### src/rtl/relu_backward01.sv
// ReLU backward gate: stores one sign mask per forward sample in an in-order FIFO
// and applies it to the matching gradient vector. Build option: RELU_BWD_LEAKY_EN.
module relu_backward01 #(
  parameter int W          = 8,
  parameter int LAYER      = 10,
  parameter int DEPTH      = 4,
  parameter int LEAK_SHIFT = 3
) (
  input  logic                         clk,
  input  logic                         rst,
  input  logic                         flush,
  input  logic                         fwd_valid,
  input  logic [LAYER*W-1:0]           fwd_data,
  input  logic                         grad_valid,
  input  logic [LAYER*W-1:0]           grad_in,
  output logic                         grad_ready,
  output logic                         valid_out,
  output logic [LAYER*W-1:0]           data_out,
  output logic [$clog2(DEPTH+1)-1:0]   mask_count,
  output logic                         overflow,
  output logic                         underflow
);

  localparam int PW = $clog2(DEPTH);
  localparam int CW = $clog2(DEPTH+1);
`ifdef RELU_BWD_LEAKY_EN
  localparam bit LEAKY = 1'b1;
`else
  localparam bit LEAKY = 1'b0;
`endif

  // Handshake: a gradient is consumed on a rising edge where grad_valid && grad_ready;
  // grad_ready depends only on registered state and flush, never on grad_valid.

  logic [LAYER-1:0]   mem_q [DEPTH];
  logic [PW-1:0]      wr_ptr_q, wr_ptr_d;
  logic [PW-1:0]      rd_ptr_q, rd_ptr_d;
  logic [CW-1:0]      count_q, count_d;
  logic               ovf_q, ovf_d;
  logic               unf_q, unf_d;
  logic               vld_q, vld_d;
  logic [LAYER*W-1:0] dout_q, dout_d;

  logic               push, pop, drop, under;
  logic [LAYER-1:0]   fwd_mask;
  logic [LAYER-1:0]   pop_mask;
  logic [LAYER*W-1:0] gated;

  always_comb begin
    for (int i = 0; i < LAYER; i++) begin
      fwd_mask[i] = ~fwd_data[i*W + W - 1];
    end
  end

  always_comb begin
    grad_ready = (count_q != '0) && !flush;
    pop        = grad_valid && grad_ready;
    push       = fwd_valid && !flush && ((count_q < CW'(DEPTH)) || pop);
    drop       = fwd_valid && !flush && !push;
    under      = grad_valid && !flush && (count_q == '0);
  end

  assign pop_mask = mem_q[rd_ptr_q];

  // Masked lanes are zeroed, or attenuated by an arithmetic shift in the leaky build.
  always_comb begin
    logic signed [W-1:0] lane;
    logic signed [W-1:0] leak;
    gated = '0;
    for (int i = 0; i < LAYER; i++) begin
      lane = grad_in[i*W +: W];
      leak = lane >>> LEAK_SHIFT;
      if (pop_mask[i]) begin
        gated[i*W +: W] = lane;
      end else if (LEAKY) begin
        gated[i*W +: W] = leak;
      end else begin
        gated[i*W +: W] = '0;
      end
    end
  end

  always_comb begin
    wr_ptr_d = wr_ptr_q;
    rd_ptr_d = rd_ptr_q;
    count_d  = count_q;
    ovf_d    = ovf_q;
    unf_d    = unf_q;
    vld_d    = pop;
    dout_d   = dout_q;
    if (flush) begin
      wr_ptr_d = '0;
      rd_ptr_d = '0;
      count_d  = '0;
      ovf_d    = 1'b0;
      unf_d    = 1'b0;
    end else begin
      if (push) begin
        wr_ptr_d = (wr_ptr_q == PW'(DEPTH-1)) ? '0 : wr_ptr_q + 1'b1;
      end
      if (pop) begin
        rd_ptr_d = (rd_ptr_q == PW'(DEPTH-1)) ? '0 : rd_ptr_q + 1'b1;
        dout_d   = gated;
      end
      if (push && !pop) begin
        count_d = count_q + 1'b1;
      end else if (pop && !push) begin
        count_d = count_q - 1'b1;
      end
      if (drop) begin
        ovf_d = 1'b1;
      end
      if (under) begin
        unf_d = 1'b1;
      end
    end
  end

  always_ff @(posedge clk or posedge rst) begin
    if (rst) begin
      wr_ptr_q <= '0;
      rd_ptr_q <= '0;
      count_q  <= '0;
      ovf_q    <= 1'b0;
      unf_q    <= 1'b0;
      vld_q    <= 1'b0;
      dout_q   <= '0;
    end else begin
      wr_ptr_q <= wr_ptr_d;
      rd_ptr_q <= rd_ptr_d;
      count_q  <= count_d;
      ovf_q    <= ovf_d;
      unf_q    <= unf_d;
      vld_q    <= vld_d;
      dout_q   <= dout_d;
    end
  end

  // Mask storage needs no reset: entries are only read after being written.
  always_ff @(posedge clk) begin
    if (push) begin
      mem_q[wr_ptr_q] <= fwd_mask;
    end
  end

  assign valid_out  = vld_q;
  assign data_out   = dout_q;
  assign mask_count = count_q;
  assign overflow   = ovf_q;
  assign underflow  = unf_q;

endmodule
### config.mk
export PLATFORM = sky130hd
export DESIGN_NAME = relu_backward01
export DESIGN_NICKNAME = d
export VERILOG_FILES = /design/src/rtl/relu_backward01.sv
export SDC_FILE = /design/constraint.sdc
export NUM_CORES = 1
export LEC_CHECK = 0
export CAP_MARGIN = 20
export CORE_UTILIZATION = 40
export CTS_BUF_LIST = sky130_fd_sc_hd__clkbuf_2
export CTS_CLUSTER_SIZE = 28
export DETAILED_ROUTE_END_ITERATION = 7
export PLACE_DENSITY = 0.76
export SYNTH_ARGS = -nofsm -noshare
export SYNTH_HDL_FRONTEND = slang
export SYNTH_SLANG_ARGS = --single-unit
### constraint.sdc
create_clock -name clk -period 6.7 [get_ports clk]
set_input_delay 1.675 -clock clk [delete_from_list [all_inputs] [get_ports clk]]
set_output_delay 1.675 -clock clk [all_outputs]
set_load 0.05 [all_outputs]
# Word-level counts from Yosys, hierarchy flattened
# Memories as Yosys holds them, arrays and structs flattened.
# Index checks and enable logic that the tools add are counted.
[op_classes]
add_sub_neg = 4
magnitude_cmp = 1
n_eq_ne = 2
muxes = 25
bitwise_logic = 11
reduce_logical = 21
[op_table]
columns = ["operator", "n"]
rows = [
  ["2-to-1 mux 8 bit", 10],
  ["2-to-1 mux 2 bit", 6],
  ["inverter 1 bit", 11],
  ["logical AND 1 bit", 9],
  ["2-to-1 mux 3 bit", 3],
  ["nonzero test 2 bit", 4],
  ["2-to-1 mux 1 bit", 6],
  ["nonzero test 3 bit", 2],
  ["adder 2 x 1 -> 2 bit (second input constant)", 2],
  ["equality test 2 bit (second input constant)", 2],
  ["adder 3 x 1 -> 3 bit (second input constant)", 1],
  ["logical NOT 1 bit", 3],
  ["logical NOT 3 bit", 1],
  ["less-than comparator 3 bit (second input constant)", 1],
  ["subtractor 3 x 1 -> 3 bit (second input constant)", 1],
  ["AND reduction 2 bit", 1],
  ["logical OR 1 bit", 1],
]
[totals]
ff_bits = 90
ramBits = 40
inputBits = 165
output_inout_bits = 87
wordCells = 72
mem_count = 1
[memory_table]
columns = ["memory", "words", "word_bits", "read_ports", "rd_clocked_by_memory_dff", "write_ports", "line", "rtl"]
rows = [
  ["mem_q", 4, 10, 1, 0, 1, "35", "logic [LAYER-1:0] mem_q [DEPTH];"],
]

# Logic depth before layout (Yosys ltp)
[depth]
depth_word = 10
depth_mapped = 7
mapped_depth_nobuf = 6

# Worst setup path before layout
# Ideal clock, no wire load.
[synth_timing]
kind = "input to output"
startpoint = "in flush"
endpoint = "out grad_ready"
arrival_ps = 2530
required_ps = 5025
slack_ps = 2495
path_stages = 2
n_path_buf = 1
cell_sequence = "clkbuf_1 > nor2_1"
[synth_via]
elab_chain_len = 2
[synth_rtl]
columns = ["item", "line", "rtl"]
rows = [
  ["start: declaration", "11", "input logic flush,"],
  ["logical NOT 1 bit", "56", "grad_ready = (count_q != '0) && !flush;"],
  ["logical AND 1 bit", "56", ""],
  ["end: declaration", "16", "output logic grad_ready,"],
]
# Every way passes these cells.

# Final worst setup path
# Same ends and word-level chain as after synthesis.

==> run metrics <==
status=finished clean; Synth Instances=a little under 500; required time worst endpoint=about 5.0 ns; critical path class=primary input to primary output; Leak Pwr=~3.3 nW; EDFF count, synth=40; synthesized area per cell=approximately 11 um2; Setup TNS=0 ns; Pwr Total=about 3.5 mW; Slew Limit Headroom=0.406; gr usage total=0.204; Power per Cell Area=454 nW/um2; routed vias=4,614; syn_nets=between 600 and 700; ratio of cells with drive above 1 in the final layout=0.0791; PortBufs=approximately 180; post-synthesis cell area=between 5000 and 6000 um2; Worst Reg-to-Reg Cells=6; Critical Path Fanout Max=14; # placed instances=812; fin crit period=just over 5 ns; Final #Nets=between 800 and 900; full die area=around 14,000 um2; part of the cycle the worst path needs=0.755; HP Class=register to register; Ports=~250; Root Driver=clkbuf_2; vias per cell=around 5.5; drt total wl=around 15,000 um; asr flop ratio synth=0.692; FF+latch count, synth=130; sequential area share after synthesis=0.621; area of the multi-input gates=between 1500 and 2000 um2; hold_sp=underflow; r2r setup slk=between 4 and 5 ns; post-detailed-placement cell area=between 7000 and 8000 um2; CTS tree=yes; clock buffer depth=2; HPWL Detailed=approximately 10000 um; CP arrival=between 3 and 4 ns; clk_lat worst skew=about 0.66 ns; CTS sink count=130; Slew Limit Fails=0; core area=around 13,000 um2; first-pass GRT wire length=approximately 23,000 um; Die Width=120 um; initial DRC count=413; Initial Util=0.415; final hold viol count=0; fillers=approximately 1,100; register area=roughly 3500 um2; DR DRC count=0; Reg clk slew, reported paths=between 0.15 and 0.2 ns; hold worst-path end=underflow; number of global-route vias before repair=roughly 4,400; endpoints failing setup=0; Std-Cell Rows=42; RR Startpoint=mask_count[1]; Resize count post-CTS=0; peak supply drop=around 0.00022 V; Ys Warns=0; Critical R2R Capture=mask_count[1]; hold buffers post-CTS=0; ys flop type=dfrtp_1; Post-CTS Setup Inserts=0; initial antenna violation count=0; Routed wire per std cell=17.2 um; CTS HTree Levels=4; final cell count without fillers=~850; worst slew pin tran=just under 0.9 ns; largest net degree at the start of global routing=85; critical path capture point type=primary output; Max-cap violations=0; Worst Setup Start Kind=primary input; Clock Skews=0.0246 ns; CTS buffer count=17; post-route cell area=between 7000 and 8000 um2; Post-DRT Antenna Nets=0; Cell variety after synth=37; RSZ-0062 raised after global routing=false; antenna fix cells=0; WHS Path Cells=2; DR pass1 iterations=5; Synth-to-Final Area Change=39.4%; GPL Wtd Cong=0.785; Die Ht=~120 um; global route overflow=0; FMAX=between 0.15 and 0.2 GHz
## critical path, stage by stage
cell and delay [ns]:
clkdlybuf4s50_1 0.68, nor2_1 0.20, clkdlybuf4s50_1 0.82
## how the worst max path moves through the flow
stage / endpoint / cells past startpoint / startpoint / slack, ns
floorplan: grad_ready / 2 / flush / 2.49
global placement: grad_ready / 3 / flush / 1.63
detailed placement: grad_ready / 3 / flush / 1.62
CTS: grad_ready / 3 / flush / 1.63
global route: grad_ready / 3 / flush / 1.56
finish: grad_ready / 3 / flush / 1.64
## cell usage after synthesis, types with 5 or more instances
master	number	share of area
buf_2	21	0.019
clkbuf_1	12	0.0081
clkbuf_2	5	0.0045
dfrtp_1	90	0.40
edfxtp_1	40	0.22
ha_1	5	0.011
inv_1	15	0.010
mux4_2	10	0.040
nand2_1	80	0.054
nand4_1	80	0.090
nor2_1	10	0.0067
o21ai_0	83	0.075
## area by class of cell
cell class	instances	area share
Sequential cell	130	0.445
Timing Repair Buffer	188	0.245
Multi-Input combinational cell	305	0.238
Tap cell	176	0.0284
Clock inverter	14	0.0250
Clock buffer	18	0.0116
Inverter	15	0.00742
## placed cells by master (no fill, tap or decap), types with 5 or more instances in the layout
| master | count |
|---|---|
| clkdlybuf4s50_1 | 181 |
| dfrtp_1 | 90 |
| o21ai_0 | 83 |
| nand4_1 | 80 |
| nand2_1 | 80 |
| edfxtp_1 | 40 |
| clkbuf_2 | 18 |
| inv_1 | 14 |
| mux4_2 | 10 |
| nor2_1 | 10 |
| ha_1 | 5 |
| bufinv_16 | 5 |
| clkinv_1 | 5 |
| buf_4 | 5 |
## kinds of logic (layout without fill, tap and decap cells)
family	Yosys count	count (layout)	synth area share
simple gates	190	190	0.175
buf+inv	58	235	0.0510
fa+ha+maj	6	6	0.0148
compound gates	96	96	0.0917
flops	130	130	0.621
mux	13	13	0.0465
## flip-flops by register name, indices dropped and copies added (netlist names)
register and count:
rd_ptr_q 2, valid_out 1, data_out 80, underflow 1
mask_count 3, overflow 1, mem_q 40, wr_ptr_q 2
## through the flow
stage / util / setup slack, ns / hold WS, ns
2_1_floorplan: - / 2.49 / 0.603
3_3_place_gp: 0.554 / 1.63 / 0.481
3_5_place_dp: 0.554 / 1.62 / 0.491
4_1_cts: 0.575 / 1.63 / 0.531
5_1_grt: 0.579 / 1.56 / 0.565
6_report: 0.579 / 1.64 / 0.518
## power breakdown
group / switching (mW) / total, mW / internal (mW)
combinational: 1.24 / 1.79 / 0.555
sequential: 0.134 / 1.18 / 1.05
clock: 0.268 / 0.544 / 0.276
total: 1.64 / 3.52 / 1.88
## routing by layer
layer / routed length [um] / part of all wire / up-vias / track usage
li1: - / - / 2131 / -
met1: 5880 / 0.41 / 2251 / 0.260
met2: 7360 / 0.51 / 208 / 0.337
met3: 1000 / 0.069 / 24 / 0.0494
met4: 278 / 0.019 / 0 / 0.0711
met5: 0 / 0 / - / 0
No activity file was read; power rests on OpenSTA's default activity.
